### config.mk
export PLATFORM = sky130hd
export DESIGN_NAME = axi_lite_rd_arbiter
export DESIGN_NICKNAME = d
export VERILOG_FILES = /design/src/rtl/axi_lite_rd_arbiter.sv
export SDC_FILE = /design/constraint.sdc
export NUM_CORES = 1
export LEC_CHECK = 0
export BUFFER_PORTS_ARGS = -buffer_cell sky130_fd_sc_hd__buf_2
export CAP_MARGIN = 20
export CORE_AREA = 3 3 130 132
export CTS_BUF_LIST = sky130_fd_sc_hd__clkbuf_4 sky130_fd_sc_hd__clkbuf_8
export DETAILED_ROUTE_END_ITERATION = 8
export DIE_AREA = 0 0 133 135
export HOLD_SLACK_MARGIN = 0.03
export SLEW_MARGIN = 0
export SYNTH_ARGS = -nofsm -noshare
export SYNTH_HDL_FRONTEND = slang
export SYNTH_SLANG_ARGS = --single-unit
### constraint.sdc
create_clock -name clk -period 1.81 [get_ports clk]
set_clock_uncertainty 0.1 [all_clocks]
set_input_delay 0.362 -clock clk [delete_from_list [all_inputs] [get_ports clk]]
set_output_delay 0.362 -clock clk [all_outputs]
set_load 0.005 [all_outputs]
### src/rtl/axi_lite_rd_arbiter.sv
// N-master to 1-slave AXI-lite read-channel arbiter with one transaction in flight.
// The grant is either fixed priority (lowest index wins) or round-robin.
module axi_lite_rd_arbiter #(
    parameter int NUM_MASTERS = 2,
    parameter int ADDR_W      = 64,
    parameter int DATA_W      = 64,
    parameter int ARB_MODE    = 1
) (
    input  logic                          clk,
    input  logic                          rst,
    input  logic [NUM_MASTERS-1:0]        m_arvalid,
    input  logic [NUM_MASTERS*ADDR_W-1:0] m_araddr,
    output logic [NUM_MASTERS-1:0]        m_arready,
    output logic [NUM_MASTERS-1:0]        m_rvalid,
    input  logic [NUM_MASTERS-1:0]        m_rready,
    output logic [DATA_W-1:0]             m_rdata,
    output logic [1:0]                    m_rresp,
    output logic                          s_arvalid,
    output logic [ADDR_W-1:0]             s_araddr,
    input  logic                          s_arready,
    input  logic                          s_rvalid,
    output logic                          s_rready,
    input  logic [DATA_W-1:0]             s_rdata,
    input  logic [1:0]                    s_rresp,
    output logic                          busy
);
    localparam int GW = (NUM_MASTERS > 1) ? $clog2(NUM_MASTERS) : 1;

    typedef enum logic [1:0] {IDLE, ADDR, DATA} state_t;

    state_t          state_reg;
    logic [GW-1:0]   grant_reg;
    logic [GW-1:0]   rr_ptr_reg;
    logic [GW-1:0]   grant_inc;
    logic            sel_found;
    logic [GW-1:0]   sel_idx;
    logic [GW-1:0]   cand_idx;
    logic [ADDR_W-1:0] addr_arr [NUM_MASTERS];

    generate
        for (genvar gi = 0; gi < NUM_MASTERS; gi++) begin : g_master
            assign addr_arr[gi]  = m_araddr[gi*ADDR_W +: ADDR_W];
            assign m_arready[gi] = (state_reg == ADDR) && (grant_reg == GW'(gi)) && s_arready;
            assign m_rvalid[gi]  = (state_reg == DATA) && (grant_reg == GW'(gi)) && s_rvalid;
        end
    endgenerate

    // Search starts at rr_ptr in round-robin mode, at index 0 in fixed-priority mode.
    always_comb begin
        sel_found = 1'b0;
        sel_idx   = '0;
        cand_idx  = '0;
        for (int k = 0; k < NUM_MASTERS; k++) begin
            if (ARB_MODE != 0) begin
                cand_idx = GW'((int'(rr_ptr_reg) + k) % NUM_MASTERS);
            end else begin
                cand_idx = GW'(k);
            end
            if (!sel_found && m_arvalid[cand_idx]) begin
                sel_found = 1'b1;
                sel_idx   = cand_idx;
            end
        end
    end

    assign grant_inc = (grant_reg == GW'(NUM_MASTERS - 1)) ? '0 : grant_reg + 1'b1;

    assign s_arvalid = (state_reg == ADDR);
    assign s_araddr  = (state_reg == ADDR) ? addr_arr[grant_reg] : '0;
    assign s_rready  = (state_reg == DATA) && m_rready[grant_reg];
    assign m_rdata   = (state_reg == DATA) ? s_rdata : '0;
    assign m_rresp   = (state_reg == DATA) ? s_rresp : 2'b00;
    assign busy      = (state_reg != IDLE);

    always_ff @(posedge clk) begin
        if (rst) begin
            state_reg  <= IDLE;
            grant_reg  <= '0;
            rr_ptr_reg <= '0;
        end else begin
            case (state_reg)
                IDLE: begin
                    if (sel_found) begin
                        grant_reg <= sel_idx;
                        state_reg <= ADDR;
                    end
                end
                ADDR: begin
                    if (s_arready) begin
                        state_reg <= DATA;
                    end
                end
                DATA: begin
                    if (s_rvalid && s_rready) begin
                        state_reg <= IDLE;
                        if (ARB_MODE != 0) begin
                            rr_ptr_reg <= grant_inc;
                        end
                    end
                end
                default: state_reg <= IDLE;
            endcase
        end
    end
endmodule

==> metrics.md <==
| Metric | Value |
|---|---|
| Status | `finished clean` |
| H-Tree Depth | `1` |
| Root Buffer | `clkbuf_8` |
| Worst Setup EP | `m_rdata[55]` |
| Ys async rst share | `0%` |
| Slew Limit Fails | `0` |
| Worst IR Drop VDD | `0.302 mV` |
| Worst rel slew slack | `79.0%` |
| R2r endpoint | `rr_ptr_reg` |
| Initial antenna violation count | `5` |
| Worst-path maximum fanout | `17` |
| Max reg flops | `2` |
| CTS buffer count | `3` |
| Initial DRC Count | `64` |
| PwrDens | `306 mW/mm^2` |
| # port buffers | `338` |
| Fin nets | `794` |
| Post-synth top flop | `dfxtp_1` |
| Fmax | `0.560 GHz` |
| Tmin final | `1.79 ns` |
| RSZ-0062 raised after global routing | `true` |
| Final core utilization | `25.3%` |
| Yosys cell types | `23` |
| CP max stage delay | `0.35 ns` |
| Post-DRT Antenna Nets | `0` |
| Compound-Gate Fraction of Synth Area | `2.84%` |
| Area after DPL | `0.00365 sq mm` |
| Crit-path slowest cell | `dfxtp_4` |
| Pleak | `2.33 nW` |
| Adder-cell share of the synthesized area | `0%` |
| Share of cells above drive strength 1 | `65.7%` |
| Largest net degree at the start of global routing | `67` |
| Total grt overflow | `0` |
| Hold-fix buffers, CTS | `0` |
| Cell count of the worst reg-to-reg path | `4` |
| XOR/XNOR Fraction of Synth Area | `0%` |
| Die Y | `135 microns` |
| Number of fill cells | `1764` |
| Synthesized area | `0.00163 sq mm` |
| Seq cells post-synth | `4` |
| CP Data Required Time | `1.35 ns` |
| Crit path depth | `5` |
| Startpoint Class | `flip-flop` |
| Reg clk slew, reported paths | `0.03 ns` |
| WS Path Type | `reg -> out` |
| Top cell type by total area after synthesis | `mux2i_1` |
| Die Wd | `133 microns` |
| DRC | `0` |
| Area taken by multi-input logic gates | `0.00148 sq mm` |
| Top post-synthesis cells by area | `mux2i_1 (40%), and2_1 (25%), nor2_1 (15%), dfxtp_1 (4.9%), buf_2 (4.0%)` |
| Top delay family on crit path | `buffers and inverters` |
| Avg WL per Cell | `14.9 microns` |
| Hpwl dp | `9.59 mm` |
| # rows | `46` |
| Worst setup margin | `0.0247 ns` |
| CP Capture Type | `output pin` |
| Start of the worst register-to-register path | `grant_reg` |
| Vias in the first global route | `2801` |
| Worst Hold Class | `in -> reg` |
| Max-Cap Viols | `0` |
| RePlAce Congestion | `0.802` |
| Final Cycle Share | `98.6%` |
| Vias per cell | `3.72` |
| Wirelength, routed | `12.1 mm` |
| Seq/Total Area, Yosys | `4.91%` |
| Arrival @ worst endpoint | `1.32 ns` |
| Synth cell count leaders | `nor2_1 (67), and2_1 (66), mux2i_1 (65), buf_2 (13), clkbuf_1 (5)` |
| Largest family of logic cells by synthesized area | `simple AND/OR/NAND/NOR gates` |
| Buffers and inverters on the worst path | `3` |
| Cells after synthesis | `245` |
| Post-Synth Simple-Gate Area | `44.2%` |
| Count leader, synth | `nor2_1` |
| Critical Path Source | `state_reg[1]` |
| Clock Path Buffers | `2` |
| Layout area overhead | `145%` |
| Gr usage total | `10.5%` |
| Via count | `3001` |
| Setup TNS | `0 ns` |
| Final setup violation count | `0` |
| Core Box Area | `0.0158 sq mm` |
| Final Hold Violating Endpoints | `0` |
| Flop-to-flop setup slack | `0.47 ns` |
| Synth warn | `0` |
| Syn nets | `447` |
| Share of the synthesized area in the top cell type | `39.9%` |
| Global-route wire length before repair | `15.0 mm` |
| Worst hold stages | `2` |
| Initial core utilization | `10.3%` |
| Worst slack, placed | `0.173 ns` |
| Clock latency on the worst-skew pair | `0.22 ns` |
| DR pass1 iterations | `4` |
| CTS tree | `built` |
| Register Area | `91.3 sq um` |
| Number of synthesized flops with an enable pin | `0` |
| Syn_area_per_cell | `6.65 sq um` |
| Die area | `0.0180 sq mm` |
| # clock sinks | `4` |
| Worst slew pin tran | `0.307 ns` |
| Mux share of post-synthesis cell area | `39.9%` |
| CP cell instances | `nor2b_4 -> buf_12 -> clkbuf_16 -> and2_1 -> buf_2` |
| Boundary Pins | `339` |
| Final instance area | `0.00400 sq mm` |
| Ant diodes | `0` |
-- stage by stage --
stage / power, mW / hold WS, ns / cells
after floorplan: 0.443 / 0.331 / 245
after global placement: 0.901 / 0.375 / 792
after detailed placement: 0.907 / 0.383 / 792
after CTS: 1.14 / 0.250 / 798
after global routing: 1.33 / 0.264 / 807
final: 1.22 / 0.251 / 807
-- per-layer routing --
| layer | GRT usage [%] | wire length, microns | vias up |
|---|---|---|---|
| met5 | 0 | 13 | - |
| met3 | 3.69 | 1260 | 8 |
| met4 | 0.520 | 34 | 2 |
| met2 | 20.7 | 6280 | 198 |
| met1 | 11.3 | 4460 | 1307 |
| li1 | - | - | 1486 |
-- cell usage in the layout, fill, tap and decap left out, types with 3 or more instances in the layout --
cell	netlist	layout
buf_4	3	9
and2_4	0	3
nor2_2	0	6
a21oi_1	3	3
nor2_1	67	61
mux2i_1	65	60
mux2i_2	0	4
clkbuf_8	0	3
inv_1	3	3
buf_12	0	4
and2_1	66	63
clkbuf_16	0	5
dfxtp_4	0	3
buf_2	13	337
buf_6	1	7
-- where the power goes --
part           switching, mW  internal (mW)  leakage (nW)
Clock                 0.0474          0.165        0.0262
Combinational          0.390          0.517          2.27
Sequential           0.00964         0.0942        0.0348
-- cell type report --
| type | count | area share, % |
|---|---|---|
| Timing Repair Buffer | 364 | 52.3 |
| Inverter | 4 | 0.375 |
| Clock buffer | 4 | 1.22 |
| Tap cell | 216 | 6.76 |
| Sequential cell | 4 | 2.28 |
| Multi-Input combinational cell | 215 | 37.0 |
-- worst min path at each step --
stage,from,endpoint,slack [ns]
floorplan,rst,grant_reg,0.33
global placement,rr_ptr_reg,rr_ptr_reg,0.38
detailed placement,rr_ptr_reg,rr_ptr_reg,0.38
CTS,rst,grant_reg,0.25
global route,rst,grant_reg,0.26
finish,rst,grant_reg,0.25
-- cell families (layout without fill, tap and decap cells) --
logic type | count (synthesis) | after routing
AO/OA/AOI/OAI | 8 | 8
buffers and inverters | 26 | 372
flip-flops | 4 | 4
multiplexers | 65 | 65
AND/OR/NAND/NOR | 142 | 142
-- repair_timing --
item,4_1_cts,5_1_grt
resized for setup,4,25
pin swaps,0,0
endpoints found under the setup margin,48,98
setup buffers,2,3
endpoints found under the hold margin,0,0
gates cloned,0,6
(Power assumes the default switching activity.)
